[config.mk]
export PLATFORM = sky130hd
export DESIGN_NAME = ex_mem_pipe
export DESIGN_NICKNAME = d
export VERILOG_FILES = /design/src/rtl/ex_mem_pipe.sv
export SDC_FILE = /design/constraint.sdc
export NUM_CORES = 1
export LEC_CHECK = 0
export CAP_MARGIN = 5
export CORE_MARGIN = 8
export CORE_UTILIZATION = 49
export CTS_CLUSTER_SIZE = 30
export DETAILED_ROUTE_END_ITERATION = 12
export PLACE_DENSITY = 0.91
export SETUP_SLACK_MARGIN = 0.2
export SYNTH_ARGS = -nofsm -noshare
export SYNTH_HDL_FRONTEND = slang
export SYNTH_SLANG_ARGS = --single-unit
[constraint.sdc]
create_clock -name clk -period 5.7 [get_ports clk]
set_input_delay 0.57 -clock clk [delete_from_list [all_inputs] [get_ports clk]]
set_output_delay 0.57 -clock clk [all_outputs]
set_load 0.05 [all_outputs]
[src/rtl/ex_mem_pipe.sv]
// ============================================================================
// Module      : ex_mem_pipe
// Description : EX->MEM pipeline stage with valid/ready handshake, 2-entry
//               skid buffer and synchronous flush. Define EXMEM_PERF_EN to
//               add the saturating MEM-stall counter (stall_cnt).
// Revision    : 1.0 - initial release
// ============================================================================
`default_nettype none

module ex_mem_pipe #(
    parameter int WordSize    = 32,
    parameter int RegIdxWidth = 5
`ifdef EXMEM_PERF_EN
    ,
    parameter int CntWidth    = 16
`endif
) (
    input  logic                   clk,
    input  logic                   rst,
    input  logic                   flush,
    input  logic                   in_valid,
    output logic                   in_ready,
    input  logic [RegIdxWidth-1:0] rdn_in,
    input  logic [WordSize-1:0]    alu_out_in,
    input  logic [WordSize-1:0]    rs2d,
    input  logic                   branch_taken_in,
    input  logic                   mem_we_in,
    output logic                   out_valid,
    input  logic                   out_ready,
    output logic [RegIdxWidth-1:0] rdn,
    output logic [WordSize-1:0]    alu_out,
    output logic [WordSize-1:0]    mem_data,
    output logic                   branch_taken,
    output logic                   mem_we,
    output logic [1:0]             occupancy
`ifdef EXMEM_PERF_EN
    ,
    output logic [CntWidth-1:0]    stall_cnt
`endif
);

    localparam int c_ENTRY_W = RegIdxWidth + 2 * WordSize + 2;

    typedef enum logic [1:0] {
        S_EMPTY = 2'd0,
        S_ONE   = 2'd1,
        S_TWO   = 2'd2
    } state_t;

    state_t               r_state;
    state_t               w_state_nxt;
    logic [c_ENTRY_W-1:0] r_head;
    logic [c_ENTRY_W-1:0] r_skid;
    logic [c_ENTRY_W-1:0] w_in_entry;
    logic                 w_acc;
    logic                 w_pop;
    logic                 w_ld_head_in;
    logic                 w_ld_head_skid;
    logic                 w_ld_skid;

    assign w_in_entry = {rdn_in, alu_out_in, rs2d, branch_taken_in, mem_we_in};

    // Ready comes only from registered state, so MEM stalls never ripple into EX.
    assign in_ready  = (r_state != S_TWO) & ~rst;
    assign out_valid = (r_state != S_EMPTY);
    assign occupancy = r_state;
    assign w_acc     = in_valid & in_ready;
    assign w_pop     = out_valid & out_ready;

    assign {rdn, alu_out, mem_data, branch_taken, mem_we} = r_head;

    always_comb begin
        w_state_nxt    = r_state;
        w_ld_head_in   = 1'b0;
        w_ld_head_skid = 1'b0;
        w_ld_skid      = 1'b0;
        unique case (r_state)
            S_EMPTY: begin
                if (w_acc) begin
                    w_state_nxt  = S_ONE;
                    w_ld_head_in = 1'b1;
                end
            end
            S_ONE: begin
                if (w_acc && w_pop) begin
                    w_ld_head_in = 1'b1;
                end else if (w_acc) begin
                    w_state_nxt = S_TWO;
                    w_ld_skid   = 1'b1;
                end else if (w_pop) begin
                    w_state_nxt = S_EMPTY;
                end
            end
            S_TWO: begin
                if (w_pop) begin
                    w_state_nxt    = S_ONE;
                    w_ld_head_skid = 1'b1;
                end
            end
            default: w_state_nxt = S_EMPTY;
        endcase
        // Flush drops everything, including an op offered this cycle; data regs keep their values.
        if (flush) begin
            w_state_nxt    = S_EMPTY;
            w_ld_head_in   = 1'b0;
            w_ld_head_skid = 1'b0;
            w_ld_skid      = 1'b0;
        end
    end

    always_ff @(posedge clk or posedge rst) begin
        if (rst) begin
            r_state <= S_EMPTY;
        end else begin
            r_state <= w_state_nxt;
        end
    end

    always_ff @(posedge clk or posedge rst) begin
        if (rst) begin
            r_head <= '0;
            r_skid <= '0;
        end else begin
            if (w_ld_head_in) begin
                r_head <= w_in_entry;
            end else if (w_ld_head_skid) begin
                r_head <= r_skid;
            end
            if (w_ld_skid) begin
                r_skid <= w_in_entry;
            end
        end
    end

`ifdef EXMEM_PERF_EN
    logic [CntWidth-1:0] r_stall_cnt;

    always_ff @(posedge clk or posedge rst) begin
        if (rst) begin
            r_stall_cnt <= '0;
        end else if (out_valid && !out_ready && !(&r_stall_cnt)) begin
            r_stall_cnt <= r_stall_cnt + {{(CntWidth-1){1'b0}}, 1'b1};
        end
    end

    assign stall_cnt = r_stall_cnt;
`endif

endmodule

`default_nettype wire

# Yosys cells after proc, flatten, opt, wreduce, memory -nomap -nowiden

Cells that the tools add are included.

Eq/ne operators: 7
Multiplexer cells: 19
Bitwise operators: 4
Reductions and logical operators: 5

Operators by type and width:

| cell               | number |
|---|---|
| $mux 71            | 2 |
| $mux 2             | 6 |
| $mux 1             | 9 |
| $ne 3x3->1 const B | 3 |
| $pmux 2 s3         | 1 |
| $ne 4x4->1 const B | 1 |
| $reduce_and 4->1   | 1 |
| $reduce_bool 2->1  | 2 |
| $and 1x1->1        | 3 |
| $eq 2x1->1 const B | 1 |
| $eq 2x2->1 const B | 1 |
| $logic_not 2->1    | 1 |
| $ne 2x2->1 const B | 1 |
| $pmux 1 s2         | 1 |
| $logic_and 1x1->1  | 1 |
| $not 1->1          | 1 |

Register bits: 144
Bits of input ports: 76

# Depth between registers and ports, before layout

Gate-level depths: netlist of run 1.

Depth in word-level cells: 8
Depth in mapped cells: 5

# Least setup slack after synthesis of run 1

OpenSTA, ideal clock, no wires.

Path type: register to output
Start: register r_state[1], in the netlist occupancy[1]
End: output port in_ready
Data arrival time: 1.522 ns
Slack: 3.608 ns
Stages on the path, launching flop included: 3
Buffers on the path: 0
Cell sequence: dfrtp_1 -> nor2b_1 -> nor2_1

Cells in the longest elaborated chain, start to end: 2

Ends and longest elaborated chain:

| element                  | line | source |
|---|---|---|
| start: declaration       | 50   | `state_t r_state;` |
| start signal: assignment | 115  | `r_state <= w_state_nxt;` |
| $ne 2x2->1               | 64   | `assign in_ready = (r_state != S_TWO) & ~rst;` |
| $and 1x1->1              | 64   |  |
| end: declaration         | 22   | `output logic in_ready,` |

No other way between the ends.

# Worst setup path in the final report of run 1

Start: input port rst
End: output port in_ready

Cells in the longest elaborated chain, start to end: 2

Ends and longest elaborated chain:

| element            | line | source |
|---|---|---|
| start: declaration | 19   | `input logic rst,` |
| $not 1->1          | 64   |  |
| $and 1x1->1        | 64   |  |

No other way between the ends.

==> results of run 1 <==
[final cells by class]
| cell class | count | area [um2] |
|---|---|---|
| inverters | 2 | 12.51 |
| clock buffers | 22 | 494.2 |
| clock inverters | 9 | 105.1 |
| fillers | 842 | 3870 |
| flip-flops and latches | 144 | 3603 |
| repair buffers | 154 | 1531 |
| multi-input cells | 230 | 2111 |
| well taps | 147 | 183.9 |
[registers in the layout, summed over array words and instances, names as in the netlist]
name       cells
occupancy      2
r_head        71
r_skid        71
[layout by cell type (no fill, tap or decap), types with 2 or more instances in the layout]
master           Yosys  layout
clkinv_2             0       4
mux2_2              71      71
dfrtp_1            144     144
clkbuf_8             0       5
buf_4                0       4
bufinv_16            0       2
nor2b_1              4       4
nor3_1               2       2
inv_6                0       2
a221o_1             71      71
clkbuf_16            0      17
clkdlybuf4s50_1      0     150
and2_1              72      71
[worst min-delay path by stage]
stage,slack [ps],depth (start not counted),end,startpoint
after detailed placement,490,1,r_skid[32]$_DFFE_PP0P_,r_skid[32]$_DFFE_PP0P_
after global placement,480,1,r_skid[11]$_DFFE_PP0P_,r_skid[11]$_DFFE_PP0P_
after floorplan,470,1,r_skid[0]$_DFFE_PP0P_,r_skid[0]$_DFFE_PP0P_
final,500,1,r_skid[39]$_DFFE_PP0P_,r_skid[39]$_DFFE_PP0P_
after CTS,500,1,r_skid[32]$_DFFE_PP0P_,r_skid[32]$_DFFE_PP0P_
after global routing,500,1,r_skid[39]$_DFFE_PP0P_,r_skid[39]$_DFFE_PP0P_
[routing by layer]
metal	part of all wire (%)	vias up	global-route usage, %	wire length [um]
met2	50	136	30.32	7059
met5	0	-	0	0
met1	42	2070	22.09	5991
li1	-	1798	-	-
met3	5.8	19	5.907	812
met4	1.7	0	6.369	238
[critical path: cells and delay by family]
kind          cells  cell delay, ps
simple gates      1             190
buf+inv           2            1430
[through the flow]
stage / hold slack, ps / area (um2) / setup slack [ps] / power [mW] / cells
3_3_place_gp: 477.6 / 7442 / 2656 / 2.097 / 677
2_1_floorplan: 470.4 / 5922 / 1264 / 1.805 / 406
5_1_grt: 504.4 / 8041 / 2853 / 3.338 / 708
6_report: 497.1 / 8041 / 2946 / 3.214 / 708
4_1_cts: 497.6 / 8041 / 2962 / 3.243 / 708
3_5_place_dp: 485.0 / 7442 / 2563 / 2.125 / 677
[Yosys cell counts]
| library cell | count | area [um2] |
|---|---|---|
| a2111oi_0 | 1 | 8.760 |
| a21boi_0 | 1 | 7.510 |
| a21oi_1 | 1 | 5.000 |
| a21oi_2 | 1 | 8.760 |
| a221o_1 | 71 | 710.7 |
| and2_1 | 72 | 450.4 |
| buf_2 | 9 | 45.04 |
| buf_6 | 14 | 157.7 |
| clkbuf_1 | 7 | 26.28 |
| dfrtp_1 | 144 | 3603 |
| inv_1 | 2 | 7.510 |
| mux2_2 | 71 | 799.5 |
| nand2_2 | 1 | 6.260 |
| nand2b_1 | 1 | 6.260 |
| nor2_1 | 1 | 3.750 |
| nor2b_1 | 4 | 25.02 |
| nor3_1 | 2 | 10.01 |
| nor4b_4 | 1 | 23.77 |
| nor4bb_1 | 1 | 10.01 |
| or2_2 | 1 | 6.260 |
[power by group through the flow]
stage	logic (mW)	clock network (mW)	registers, mW
floorplan	0.197	0	1.61
global placement	0.797	0	1.30
detailed placement	0.817	0	1.31
CTS	0.819	1.13	1.30
global route	0.847	1.18	1.31
finish	0.809	1.11	1.30
[cells by family (layout without fill, tap and decap cells)]
logic type	count (synthesis)	in the layout	synth area share (%)
AO/OA/AOI/OAI	75	75	12.51
buffers and inverters	32	187	3.993
flip-flops	144	144	60.85
multiplexers	71	71	13.50
AND/OR/NAND/NOR	84	84	9.149
==> impl_metrics.csv, run 1 <==
group,metric,value,unit
clock_network,cts_buffers,17,
global_route,antenna_found_initial,0,
pwr,internal_power,2.230,mW
yosys,ys_seq_area_share,60.85,%
floorplan,core,0.01191,mm2
global_route,grt_usage,18.32,%
setup_path,max_stage_delay,830,ps
clock_network,ctsHoldBuffers,0,
yosys,syn_area,0.005922,mm2
setup_path,cp_cell_sequence,"clkdlybuf4s50_1, nor2_1, clkdlybuf4s50_1",
floorplan,dieArea,0.01586,mm2
routing,wl_per_cell,19.92,um
routing,antenna_left,0,
clock_network,cts_tree,"yes",
timing,drv_slew,0,
pwr,clkPwrFrac,34.4,%
cells_and_area,utilization,67.51,%
place,gp_congestion,0.7161,
place,dp_hpwl,9366,um
timing,fin_skew,8.100,ps
cells_and_area,drive_above_1_share,20.14,%
floorplan,start_util,49.72,%
floorplan,fp-row-count,40,
timing,rsz0062_at_grt,"no",
setup_path,timing.rr.start,"occupancy[1]$_DFFE_PP0P_",
routing,via_per_inst,5.682,
setup_path,critPathLaunch,"rst",
pwr,switchingPower,983.9,uW
yosys,avgSynthCellArea,14.59,um2
setup_path,crit_type,"in -> out",
clock_network,post_cts_resize_count,0,
global_route,grt_pass1_wl,23390,um
pwr,p_sw_share,30.61,%
cells_and_area,nets,625,
yosys,postSynthCellCount,406,
global_route,overflow,0,
clock_network,clk_pin_slew,60,ps
routing,routed-via-count,4023,
timing,hold_violations,0,
clock_network,cts_sinks,144,
clock_network,cts_setup_buffers,0,
setup_path,r2r_cells,4,
yosys,synth_nets,482,
timing,setup_viol,0,
setup_path,crit_path_end,"in_ready",
routing,drt_iter0_markers,228,
global_route,grt_pass1_vias,4481,
floorplan,io_pins,151,
routing,drtPass1Iterations,4,
pwr,p_comb_share,25.2,%
setup_path,cp-end-kind,"primary output",
pwr,seqPwrFrac,40.4,%
setup_path,r2r-end,"r_head[38]$_DFFE_PP0P_",
setup_path,worst-path-max-fanout,4,
yosys,ys_ff_latch,144,
routing,drc,0,
setup_path,cp_slowest_cell,"clkdlybuf4s50_1",
setup_path,crit_required,5130,ps
pwr,p_per_area,399.7,mW/mm2
setup_path,path_common_cell,"clkdlybuf4s50_1",
pwr,leakagePower,3.642,nW
timing,setup_tns,0,ps
clock_network,clockBufferDepth,2,
pwr,ir_worst_vdd,0.1995,mV
timing,tightest_slew,966.4,ps
yosys,yosysWarnings,0,
timing,min_period,2754,ps
floorplan,die_x,125.9,um
place,io_buffers,150,
setup_path,rrSetupSlack,3220,ps
clock_network,clk_latency,410,ps
yosys,ys_types,20,
floorplan,fp.dieH,125.9,um
global_route,grt_max_degree,94,
status,outcome,"completed",
clock_network,cts_root_buf,"clkbuf_16",
setup_path,cp-start-kind,"primary input",
worst_hold_path,hp-class,"reg -> reg",
job,drv_cap,0,
timing,fmax,363.1,MHz
clock_network,h-tree-depth,4,
timing,maxSlewHeadroom,35.57,%
cells_and_area,synthToLayoutAreaGrowth,35.79,%
timing,period_share,48.31,%
setup_path,critPathArrivalTime,2180,ps
cells_and_area,diodes,0,
routing,routed_wl,14100,um
(Power assumes the default switching activity.)
==> run 2, diff against run 1 <==
- clock period: 5.7 -> 2.6 ns (I/O delays scaled with it)
==> impl_metrics.csv, run 2 (same netlist as run 1, synthesis figures left out) <==
group,metric,value,unit
setup_path,r2r_cells,4,
floorplan,fp.dieH,125.9,um
clock_network,clk_pin_slew,60,ps
routing,drt_iter0_markers,333,
global_route,grt_max_degree,75,
routing,routed_wl,14790,um
global_route,grt_usage,18.81,%
routing,via_per_inst,5.697,
global_route,grt_pass1_vias,4568,
clock_network,ctsHoldBuffers,0,
cells_and_area,fin_area,0.008148,mm2
setup_path,cp-start-kind,"register",
timing,min_period,2239,ps
worst_hold_path,hp-class,"reg -> reg",
status,outcome,"completed",
setup_path,cp-end-kind,"primary output",
job,drv_cap,0,
cells_and_area,most-common-layout-cells,"clkdlybuf4s50_1 (150), dfrtp_1 (144), mux2_2 (71), and2_1 (71), a221o_1 (71)",
clock_network,cts_buffers,17,
worst_hold_path,hold_path_depth,1,
clock_network,clockBufferDepth,2,
setup_path,cp_cell_sequence,"nor2b_1, nor2_1, clkdlybuf4s50_1",
setup_path,r2r-end,"r_head[11]$_DFFE_PP0P_",
clock_network,post_cts_resize_count,0,
setup_path,crit_required,2340,ps
setup_path,critPathArrivalTime,1980,ps
setup_path,rrSetupSlack,740,ps
timing,hold_violations,0,
timing,fmax,446.6,MHz
global_route,antenna_found_initial,0,
setup_path,worst-path-max-fanout,8,
cells_and_area,diodes,0,
pwr,leakagePower,3.664,nW
floorplan,io_pins,151,
routing,drtPass1Iterations,4,
floorplan,start_util,49.72,%
clock_network,h-tree-depth,4,
clock_network,clk_latency,410,ps
place,io_buffers,150,
timing,period_share,86.12,%
pwr,p_per_area,890.9,mW/mm2
setup_path,crit_type,"reg -> out",
setup_path,max_stage_delay,820,ps
setup_path,timing.rr.start,"occupancy[1]$_DFFE_PP0P_",
timing,rsz0062_at_grt,"no",
place,gp_congestion,0.8006,
global_route,grt_pass1_wl,24120,um
clock_network,cts_root_buf,"clkbuf_16",
routing,routed-via-count,4073,
clock_network,cts_tree,"yes",
timing,drv_slew,0,
worst_hold_path,min_from,"r_skid[27]$_DFFE_PP0P_",
timing,tightest_slew,547.5,ps
cells_and_area,synthToLayoutAreaGrowth,37.59,%
place,dp_hpwl,9775,um
cells_and_area,layout.cells.most_common,"clkdlybuf4s50_1",
cells_and_area,drive_above_1_share,21.13,%
timing,maxSlewHeadroom,63.39,%
timing,fin_hold_ws,495.3,ps
routing,drc,0,
floorplan,core,0.01191,mm2
timing,fin_skew,10.77,ps
worst_hold_path,min_to,"r_skid[27]$_DFFE_PP0P_",
global_route,overflow,0,
cells_and_area,nets,631,
timing,setup_viol,0,
routing,wl_per_cell,20.68,um
floorplan,fp-row-count,40,
floorplan,dieArea,0.01586,mm2
routing,antenna_left,0,
setup_path,cp_slowest_cell,"clkdlybuf4s50_1",
clock_network,cts_setup_buffers,0,
place,placed_area,0.007506,mm2
floorplan,die_x,125.9,um
clock_network,cts_sinks,144,
pwr,ir_worst_vdd,0.5538,mV
timing,setup_tns,0,ps
## run 2: how the worst max path moves through the flow
stage | depth (start not counted) | startpoint | end | slack, ps
finish | 3 | occupancy[1]$_DFFE_PP0P_ | in_ready | 360
global route | 3 | occupancy[1]$_DFFE_PP0P_ | in_ready | 260
CTS | 3 | occupancy[1]$_DFFE_PP0P_ | in_ready | 350
detailed placement | 5 | rst | r_head[11]$_DFFE_PP0P_ | 420
global placement | 5 | rst | r_head[22]$_DFFE_PP0P_ | 520
floorplan | 1 | rst | occupancy[0]$_DFFE_PP0P_ | 530
## run 2: layout make-up
class                      instances  area, um2
clock buffer                      18      439.2
multi-input combinational        230       2106
inverter                           2      11.26
timing repair buffer             160       1602
clock inverter                    14      202.7
fill                             813       3764
tap                              147      183.9
sequential                       144       3603
## run 2: power breakdown
| part | total [mW] | internal [mW] | switching [mW] | leakage [nW] |
|---|---|---|---|---|
| Clock | 2.62 | 1.65 | 0.973 | 0.301 |
| Combinational | 1.79 | 0.738 | 1.05 | 1.51 |
| Sequential | 2.85 | 2.62 | 0.226 | 1.85 |
## run 2: per-stage QoR
| stage | instances | setup slack, ps | util (%) | total power [mW] |
|---|---|---|---|---|
| detailed placement | 683 | 424.8 | 63.01 | 4.672 |
| global placement | 683 | 518.9 | 63.01 | 4.605 |
| finish | 715 | 361.0 | 68.40 | 7.259 |
| CTS | 715 | 348.3 | 68.40 | 7.313 |
| global route | 715 | 260.4 | 68.40 | 7.531 |
| floorplan | 406 | 535.0 | - | 3.958 |
## run 2: critical path, delay by kind of cell (launching register included)
family | cells | cell delay [ps]
buf+inv | 1 | 820
flops | 1 | 470
simple gates | 2 | 290
## run 2: layer usage
| metal | up-vias | routed length (um) | track usage (%) |
|---|---|---|---|
| met1 | 2092 | 6326 | 23.84 |
| met2 | 160 | 7248 | 29.69 |
| met5 | - | 0 | 0 |
| met4 | 0 | 99 | 4.812 |
| li1 | 1812 | - | - |
| met3 | 9 | 1113 | 7.215 |
==> run 3, diff against run 2 <==
- ABC_AREA: default -> 1
==> impl_metrics.csv, run 3 <==
group,metric,value,unit
yosys,ys_seq_area_share,60.36,%
setup_path,timing.rr.start,"occupancy[0]$_DFFE_PP0P_",
timing,setup_viol,0,
routing,drc,0,
setup_path,rrSetupSlack,870,ps
pwr,leakagePower,4.059,nW
yosys,yosysWarnings,0,
clock_network,cts_buffers,17,
place,pre_cts_slack,673.8,ps
setup_path,crit_required,2340,ps
floorplan,start_util,49.91,%
routing,wl_per_cell,15.51,um
timing,fin_ws,389.5,ps
worst_hold_path,hp-class,"in -> async",
yosys,syn_area,0.005969,mm2
cells_and_area,num-fill-cells,891,
timing,min_period,2210,ps
routing,routed_wl,14550,um
routing,via_per_inst,5.069,
yosys,synthFlopType,"dfrtp_1",
clock_network,cts_setup_buffers,0,
cells_and_area,utilization,67.80,%
cells_and_area,most-common-layout-cells,"nand2_1 (220), clkdlybuf4s50_1 (150), dfrtp_1 (144)",
floorplan,core,0.01196,mm2
yosys,post-synth-top-count-cell,"nand2_1",
cells_and_area,nets,855,
yosys,synth_edf_count,0,
timing,hold_violations,0,
yosys,synth_nets,713,
clock_network,post_cts_resize_count,0,
routing,drtPass1Iterations,4,
timing,rsz0062_at_grt,"no",
cells_and_area,layout.cells.most_common,"nand2_1",
timing,fmax,452.4,MHz
cells_and_area,diodes,0,
clock_network,clockBufferDepth,2,
yosys,synth_area_leaders,"dfrtp_1 (60%), nand2_1 (14%), a22oi_1 (8.9%), o21ai_1 (5.9%), inv_1 (4.8%)",
clock_network,cts_tree,"yes",
routing,drt_iter0_markers,472,
yosys,synth_common_cells,"nand2_1 (220), dfrtp_1 (144), inv_1 (76)",
floorplan,die_x,126.4,um
global_route,grt_pass1_vias,4942,
routing,antenna_left,0,
clock_network,cts_root_buf,"clkbuf_16",
setup_path,cp-end-kind,"primary output",
place,dp_hpwl,9452,um
place,gp_congestion,0.7874,
floorplan,io_pins,151,
global_route,grt_pass1_wl,24350,um
floorplan,dieArea,0.01597,mm2
clock_network,cts_sinks,144,
setup_path,worst-path-max-fanout,7,
setup_path,critPathArrivalTime,1950,ps
global_route,grt_max_degree,145,
job,drv_cap,0,
global_route,overflow,0,
timing,tightest_slew,830.2,ps
yosys,ys_ff_latch,144,
floorplan,fp-row-count,40,
yosys,synth_top_area_cell,"dfrtp_1",
timing,drv_slew,0,
status,outcome,"completed",
clock_network,ctsHoldBuffers,0,
place,io_buffers,150,
cells_and_area,multi_input_area,0.001856,mm2
cells_and_area,drive_above_1_share,6.321,%
timing,fin_skew,8.548,ps
pwr,p_per_area,1048,mW/mm2
yosys,ys_types,19,
yosys,synth_top_area_share,60.36,%
pwr,ir_worst_vdd,0.5127,mV
cells_and_area,fin_area,0.008110,mm2
setup_path,crit_type,"reg -> out",
yosys,postSynthCellCount,637,
yosys,avgSynthCellArea,9.371,um2
clock_network,clk_latency,410,ps
place,placed_area,0.007542,mm2
timing,maxSlewHeadroom,44.65,%
cells_and_area,synthToLayoutAreaGrowth,35.86,%
timing,period_share,85.02,%
floorplan,fp.dieH,126.4,um
yosys,async_reset_ff_share,100.0,%
global_route,grt_usage,18.95,%
routing,routed-via-count,4755,
clock_network,clk_pin_slew,60,ps
cells_and_area,seq_area,0.003603,mm2
setup_path,cp-start-kind,"register",
setup_path,critPathLaunch,"occupancy[0]$_DFFE_PP0P_",
global_route,antenna_found_initial,0,
clock_network,h-tree-depth,4,
-- run 3: cell count changes after synthesis, moves of 7 or more --
cell / delta
and2_1: -72
o21ai_1: +70
nand2_1: +220
mux2_2: -71
inv_1: +74
a221o_1: -71
buf_4: +7
a22oi_1: +71
-- run 3: kinds of logic (layout without fill, tap and decap cells) --
kind of cell	count (synthesis)	count (layout)	synth area share, %
AND/OR/NAND/NOR	233	233	15.30
AO/OA/AOI/OAI	147	147	15.49
buffers and inverters	113	267	8.845
flip-flops	144	144	60.36
-- run 3: path summary, 6_finish.rpt --
path / endpoint / cells past startpoint
min in group clk: r_skid[46]$_DFFE_PP0P_ / 3
worst max-delay path: out_valid / 3
worst min-delay path: r_head[54]$_DFFE_PP0P_ / 3
max in group asynchronous: r_head[0]$_DFFE_PP0P_ / 3
worst min register to register: r_head[3]$_DFFE_PP0P_ / 2
worst max register to register: r_head[31]$_DFFE_PP0P_ / 6
-- run 3: power by group --
part           switching [mW]  internal [mW]
sequential              0.445           3.01
combinational            1.76          0.963
clock                   0.919           1.41
total                    3.12           5.38
-- run 3: final cells by class --
| class | count | area share (%) |
|---|---|---|
| flip-flops and latches | 144 | 44.43 |
| multi-input cells | 380 | 22.88 |
| repair buffers | 159 | 19.81 |
| clock buffers | 18 | 5.292 |
| inverters | 77 | 3.610 |
| well taps | 147 | 2.268 |
| clock inverters | 13 | 1.712 |
-- run 3: routing by layer --
layer  up-vias  wire length (um)  global-route usage, %
met5         -                 0                      0
met4         0               112                  5.803
met3        11              1094                  6.242
met2       148              6941                  30.63
met1      2256              6396                  23.67
li1       2340                 -                      -
-- run 3: stage by stage --
stage / cells / setup TNS [ps] / hold slack, ps / power, mW
6_report: 938 / 0 / 410.3 / 8.500
5_1_grt: 938 / 0 / 431.0 / 8.945
4_1_cts: 938 / 0 / 402.2 / 8.569
3_5_place_dp: 907 / 0 / 457.2 / 6.209
3_3_place_gp: 907 / 0 / 453.2 / 6.096
2_1_floorplan: 637 / -114700 / 369.5 / 5.198
-- run 3: critical path, stage by stage, from the launching register on --
cell	delay (ps)
dfrtp_1	460
nor2_1	300
inv_1	80
clkdlybuf4s50_1	710
